--- config.mk ---
export PLATFORM = sky130hd
export DESIGN_NAME = mem_port_arbiter
export DESIGN_NICKNAME = d
export VERILOG_FILES = /design/src/rtl/mem_port_arbiter.sv
export SDC_FILE = /design/constraint.sdc
export NUM_CORES = 1
export LEC_CHECK = 0
export BUFFER_PORTS_ARGS = -buffer_cell sky130_fd_sc_hd__buf_2
export CORE_AREA = 2 2 56 58
export DETAILED_ROUTE_END_ITERATION = 7
export DIE_AREA = 0 0 58 60
export PLACE_DENSITY = 0.71
export SYNTH_ARGS = -nofsm -noshare
export SYNTH_HDL_FRONTEND = slang
export SYNTH_SLANG_ARGS = --single-unit
export TNS_END_PERCENT = 10
--- constraint.sdc ---
create_clock -name clk -period 1.9 [get_ports clk]
set_clock_uncertainty 0.2 [all_clocks]
set_input_delay 0.38 -clock clk [delete_from_list [all_inputs] [get_ports clk]]
set_output_delay 0.38 -clock clk [all_outputs]
set_load 0.02 [all_outputs]
--- src/rtl/mem_port_arbiter.sv ---
// Arbiter sharing one byte-wide synchronous-read memory between the CPU port and the
// loader/debug port: round-robin by default, with a bounded bus lock for loader bursts.
module mem_port_arbiter #(
    parameter int ADDR_W   = 8,
    parameter int MAX_LOCK = 8
) (
    input  logic              clk,
    input  logic              reset,

    input  logic              cpu_req,
    input  logic              cpu_we,
    input  logic [ADDR_W-1:0] cpu_addr,
    input  logic [7:0]        cpu_wdata,
    output logic              cpu_gnt,
    output logic              cpu_rvalid,
    output logic [7:0]        cpu_rdata,

    input  logic              ld_req,
    input  logic              ld_we,
    input  logic              ld_lock,
    input  logic [ADDR_W-1:0] ld_addr,
    input  logic [7:0]        ld_wdata,
    output logic              ld_gnt,
    output logic              ld_rvalid,
    output logic [7:0]        ld_rdata,

    output logic              mem_en,
    output logic              mem_we,
    output logic [ADDR_W-1:0] mem_addr,
    output logic [7:0]        mem_wdata,
    input  logic [7:0]        mem_rdata
);

    typedef enum logic {ARB, LOCK} state_t;

    localparam logic [7:0] LOCK_LIMIT = 8'(MAX_LOCK);

    state_t     state, state_nxt;
    logic       last_gnt, last_gnt_nxt;   // 0 = CPU, 1 = loader
    logic [7:0] lock_cnt, lock_cnt_nxt;
    logic       rd_valid, rd_owner;       // owner: 0 = CPU, 1 = loader
    logic       rr_cpu, rr_ld;
    logic       rd_issue;

    // Fair choice used in ARB and on the cycle a lock is released.
    always_comb begin
        rr_cpu = 1'b0;
        rr_ld  = 1'b0;
        if (cpu_req && ld_req) begin
            rr_cpu = last_gnt;
            rr_ld  = ~last_gnt;
        end else begin
            rr_cpu = cpu_req;
            rr_ld  = ld_req;
        end
    end

    // NOTE: every signal driven here gets a default first so no latch is inferred.
    always_comb begin
        cpu_gnt      = 1'b0;
        ld_gnt       = 1'b0;
        state_nxt    = state;
        lock_cnt_nxt = lock_cnt;

        case (state)
            ARB: begin
                cpu_gnt      = rr_cpu;
                ld_gnt       = rr_ld;
                lock_cnt_nxt = 8'd0;
                if (rr_ld && ld_lock)
                    state_nxt = LOCK;
            end
            LOCK: begin
                if (!ld_lock) begin
                    cpu_gnt      = rr_cpu;
                    ld_gnt       = rr_ld;
                    lock_cnt_nxt = 8'd0;
                    state_nxt    = ARB;
                end else if (ld_req) begin
                    // A starved CPU is forced one grant once the budget is spent.
                    if (cpu_req && lock_cnt >= LOCK_LIMIT) begin
                        cpu_gnt      = 1'b1;
                        lock_cnt_nxt = 8'd0;
                    end else begin
                        ld_gnt = 1'b1;
                        if (!cpu_req)
                            lock_cnt_nxt = 8'd0;
                        else if (lock_cnt != 8'hFF)
                            lock_cnt_nxt = lock_cnt + 8'd1;
                    end
                end else begin
                    cpu_gnt      = cpu_req;
                    lock_cnt_nxt = 8'd0;
                end
            end
            default: begin
                state_nxt    = ARB;
                lock_cnt_nxt = 8'd0;
            end
        endcase

        // No memory access may be issued while the arbiter is held in reset.
        if (reset) begin
            cpu_gnt = 1'b0;
            ld_gnt  = 1'b0;
        end
    end

    always_comb begin
        last_gnt_nxt = last_gnt;
        if (cpu_gnt)
            last_gnt_nxt = 1'b0;
        else if (ld_gnt)
            last_gnt_nxt = 1'b1;
    end

    // NOTE: sequential state is updated with non-blocking assignments only.
    always_ff @(posedge clk or posedge reset) begin
        if (reset) begin
            state    <= ARB;
            last_gnt <= 1'b1;
            lock_cnt <= 8'd0;
        end else begin
            state    <= state_nxt;
            last_gnt <= last_gnt_nxt;
            lock_cnt <= lock_cnt_nxt;
        end
    end

    assign mem_en = cpu_gnt | ld_gnt;

    always_comb begin
        mem_we    = 1'b0;
        mem_addr  = '0;
        mem_wdata = 8'd0;
        if (cpu_gnt) begin
            mem_we    = cpu_we;
            mem_addr  = cpu_addr;
            mem_wdata = cpu_wdata;
        end else if (ld_gnt) begin
            mem_we    = ld_we;
            mem_addr  = ld_addr;
            mem_wdata = ld_wdata;
        end
    end

    assign rd_issue = mem_en & ~mem_we;

    always_ff @(posedge clk or posedge reset) begin
        if (reset) begin
            rd_valid <= 1'b0;
            rd_owner <= 1'b0;
        end else begin
            rd_valid <= rd_issue;
            if (rd_issue)
                rd_owner <= ld_gnt;
        end
    end

    assign cpu_rvalid = rd_valid & ~rd_owner;
    assign ld_rvalid  = rd_valid & rd_owner;
    assign cpu_rdata  = cpu_rvalid ? mem_rdata : 8'd0;
    assign ld_rdata   = ld_rvalid ? mem_rdata : 8'd0;

endmodule

# ---- Word level (Yosys, flattened, before mapping)
# Index checks and enable logic that the tools add are counted.
dict set report totals {
  regBits 12
}
dict set report classes {
  n_eq_ne 2
  n_reduce_logical 4
  bitwise 8
  n_lt_le_gt_ge 1
  mux 31
  addsub 1
}
# cell count
set op_table {}
lappend op_table {{$mux W8} 11}
lappend op_table {{$mux W1} 16}
lappend op_table {{$pmux W8 S2} 1}
lappend op_table {{$add A8 B1 Y8 const B} 1}
lappend op_table {{$ge A8 B4 Y1 const B} 1}
lappend op_table {{$ne A8 B8 Y1 const B} 1}
lappend op_table {{$ne A6 B4 Y1 const B} 1}
lappend op_table {{$pmux W1 S2} 3}
lappend op_table {{$not A1 Y1} 4}
lappend op_table {{$and A1 B1 Y1} 3}
lappend op_table {{$logic_and A1 B1 Y1} 3}
lappend op_table {{$reduce_bool A2 Y1} 1}
lappend op_table {{$or A1 B1 Y1} 1}

# ---- Depth between registers and ports, before layout
dict set report depth {
  depth_word 11
  depth_mapped 6
}

# ---- Least setup slack after synthesis
# No wires, ideal clock.
dict set report synth_path {
  path_kind {input port to output port}
  start {input reset}
  end {output mem_addr[0]}
  arrival_time_ps 1667
  cell_stages 6
  slack_ps -347
  cell_sequence {inv_1 nand2_1 or3_4 inv_6 buf_12 a22o_1}
}
dict set report synth_between {
  elab_cells_between_ends 4
}
# item line
set synth_rtl {}
lappend synth_rtl {{start, declared} 8} ;# input logic reset,
lappend synth_rtl {{$mux W1} 103} ;# if (reset) begin
lappend synth_rtl {{net cpu_gnt} 14} ;# output logic cpu_gnt,
lappend synth_rtl {{$mux W8} 136} ;# if (cpu_gnt) begin
lappend synth_rtl {{end, declared} 29} ;# output logic [ADDR_W-1:0] mem_addr,
# The timed path passes the listed nets, and every way through them passes these cells.

# ---- Worst setup path after layout
dict set report layout_path {
  start {register lock_cnt[4]}
  end {output mem_wdata[3]}
}
dict set report layout_between {
  elab_chain_cells 9
  elab_cells_between_ends 14
}
# item line
set layout_lines {}
lappend layout_lines {{start, declared} 40} ;# logic [7:0] lock_cnt, lock_cnt_nxt;
lappend layout_lines {{start signal, assigned} 126} ;# lock_cnt <= lock_cnt_nxt;
lappend layout_lines {{$ge A8 B4 Y1 *} 81} ;# if (cpu_req && lock_cnt >= LOCK_LIMIT) begin
lappend layout_lines {{$logic_and A1 B1 Y1 *} 81}
lappend layout_lines {{$mux W1} 81}
lappend layout_lines {{$mux W1} 79} ;# end else if (ld_req) begin
lappend layout_lines {{$mux W1} 74} ;# if (!ld_lock) begin
lappend layout_lines {{$pmux W1 S2} 65} ;# case (state)
lappend layout_lines {{$mux W1} 103}
lappend layout_lines {{$mux W8} 140} ;# end else if (ld_gnt) begin
lappend layout_lines {{$mux W8 *} 136}
lappend layout_lines {{end, declared} 30} ;# output logic [7:0] mem_wdata,
# Mark *: on every way between the ends. The rest lies on a longest branch, timed or not.

==> impl_metrics.yaml <==
outcome:
  outcome: "complete, but fails checks"
  violations: "negative setup slack"
synth:
  synth_top_cell_by_area: "dfrtp_1"
  synth_cell_types: 33
  ys_seq_elements: 12
  synth_top_area_frac: 0.3129
  avgSynthCellArea_sq_um: 9.773
  netlist_instances: 90
  yosys_warnings: 0
  ys_top_cells_by_area: "dfrtp_1, a22o_1, and2_1"
  yosysSeqAreaShare: 0.3428
  netlist_area_sq_um: 879.6
pwr:
  p_leak_uw: 0.0009496
  vdd_drop_max_uv: 327.6
  powerDensity_mw_per_mm2: 595.9
route:
  vias_per_cell: 5.027
  antenna_left: 0
  wire_per_inst_um: 13.42
  drc_errors: 0
  dr.first_iter.drc_count: 49
  dr.pass1.iters: 4
  routed-via-count: 1136
  routed_wirelength_mm: 3.034
global_routing:
  grt_use_total: 0.1775
  overflow: 0
  grt_pass1_wl_mm: 4.712
  antenna_found_initial: 0
  grt_pass1_vias: 1106
  grt_max_degree: 20
place:
  io_buffers: 84
  finalWeightedCongestion: 0.7882
  placed_cell_area_sq_mm: 0.001508
  dp_hpwl_mm: 2.399
  pre_cts_slack_ns: -0.4383
layout:
  layout_commonest_cell: "buf_2"
  fin_area_sq_mm: 0.001684
  drive_above_1_share: 0.6528
  area_growth_pct: 91.47
  antenna_cells: 0
  final_cell_mix: "buf_2, buf_4, buf_6"
  final_util: 0.5802
  finalNetCount: 243
critical_path:
  critPathCaptureType: "output pin"
  worst_ep_arrival_time_ns: 1.91
  cp.required_ns: 1.32
  path_class: "reg -> out"
  worst_setup_path_start_kind: "flop"
  cp_max_fo: 19
floorplanning:
  core_sq_mm: 0.002903
  floorplan.initialDensity: 0.3030
  die_area_sq_mm: 0.003480
  die_w_um: 58
  ios: 85
  row_count: 20
  die_h_um: 60
clocking:
  cts-root-buf: "clkbuf_4"
  htree_levels: 1
  cts_max_path_buffers: 2
  cts_tree: "built"
  numCtsBuffers: 3
  clk_pin_slew_worst_paths_ns: 0.08
  clock_latency_ns: 0.28
  clock-sinks: 12
timing:
  setup_viol: 21
  rsz0062_at_grt: "true"
  finalHoldViolCount: 0
  period_share: 1.311
  holdWs_ns: 0.1667
  max_freq_mhz: 401.5
  slew_violations: 0
  fin_crit_ns: 2.491
  setup_ws_ns: -0.5905
hold_path:
  hp-class: "in -> reg"
run:
  drv_cap: 0
[final timing paths]
path / startpoint / to / slack (ns) / depth (start not counted)
max in group asynchronous: reset / last_gnt$_DFFE_PP1P_ / 0.81 / 4
min in group asynchronous: reset / lock_cnt[4]$_DFFE_PP0P_ / 0.46 / 4
worst max register to register: lock_cnt[4]$_DFFE_PP0P_ / rd_owner$_DFFE_PP0P_ / -0.06 / 5
worst max-delay path: lock_cnt[4]$_DFFE_PP0P_ / mem_wdata[3] / -0.59 / 6
worst min register to register: lock_cnt[0]$_DFFE_PP0P_ / lock_cnt[0]$_DFFE_PP0P_ / 0.30 / 1
worst min-delay path: ld_we / rd_owner$_DFFE_PP0P_ / 0.17 / 2
[flip-flops by register name, indices dropped and copies added (netlist names)]
register and cells:
lock_cnt 8, last_gnt 1, rd_owner 1, rd_valid 1, state 1
[layer usage]
metal | wire length, um | up-vias | track usage
met5 | 0 | - | 0
met4 | 41 | 0 | 0.05316
met3 | 301 | 4 | 0.03030
met2 | 1706 | 70 | 0.3864
met1 | 985 | 529 | 0.1613
li1 | - | 533 | -
[Yosys cell counts, drive strengths merged]
library cell  instances
nor2b                 3
and3b                 1
nand3                 2
a22o                 16
nor4b                 1
xnor2                 1
o21a                  1
a21oi                 1
dfrtp                11
clkbuf                2
a311o                 1
clkinv                1
conb                  1
o21ai                 1
nor4                  1
a221oi                1
o41ai                 1
a211oi                1
a21o                  1
nor3b                 1
dfstp                 1
ha                    2
buf                   2
and2                  9
inv                   6
and3                 10
or3                   1
nand2                 6
a222oi                1
nor2                  3
[per-stage QoR]
stage	std cells	power [uW]	setup TNS, ns
2_1_floorplan	93	570.0	-3.787
3_3_place_gp	221	726.4	-7.462
3_5_place_dp	221	737.0	-8.249
5_1_grt	226	1052	-13.17
4_1_cts	226	986.9	-11.35
6_report	226	1004	-11.22
[critical path, stage by stage (launching register included)]
cell and delay [ns]:
dfrtp_1 0.40, nor4_4 0.29, nand2_1 0.11, a311o_2 0.40, clkinv_8 0.13, a22o_1 0.18, buf_6 0.12
[cells by family (layout without fill, tap and decap cells)]
group / count (synthesis) / in the layout / share of synthesized area
compound gates: 25 / 25 / 0.2404
xor+xnor: 1 / 1 / 0.009959
simple gates: 38 / 38 / 0.2788
fa+ha+maj: 2 / 2 / 0.02844
buf+inv: 11 / 111 / 0.09532
other cells: 1 / 4 / 0.004263
flops: 12 / 12 / 0.3428
[final cells by class]
class,count,area (sq um)
sequential,12,302.8
multi-input combinational,70,611.8
inverter,7,50.05
clock buffer,4,36.28
tap,33,41.29
fill,248,1219
timing repair buffer,100,641.9
[power by group]
group | internal (uW) | total, uW | switching (uW) | leakage, uW
Combinational | 250 | 502 | 252 | 0.000778
Sequential | 277 | 296 | 18.2 | 0.000150
Clock | 117 | 206 | 89.2 | 0.0000210
Total | 644 | 1000 | 360 | 0.000950
[timing repair]
| item | CTS | global route |
|---|---|---|
| resized for setup | 29 | 11 |
| buffers inserted | 0 | 0 |
| pin swaps | 4 | 3 |
| cloned | 0 | 0 |
| endpoints found under the setup margin | 31 | 30 |
| hold endpoints to repair | 11 | 0 |
| hold buffers | 1 | 0 |
(Power assumes the default switching activity.)
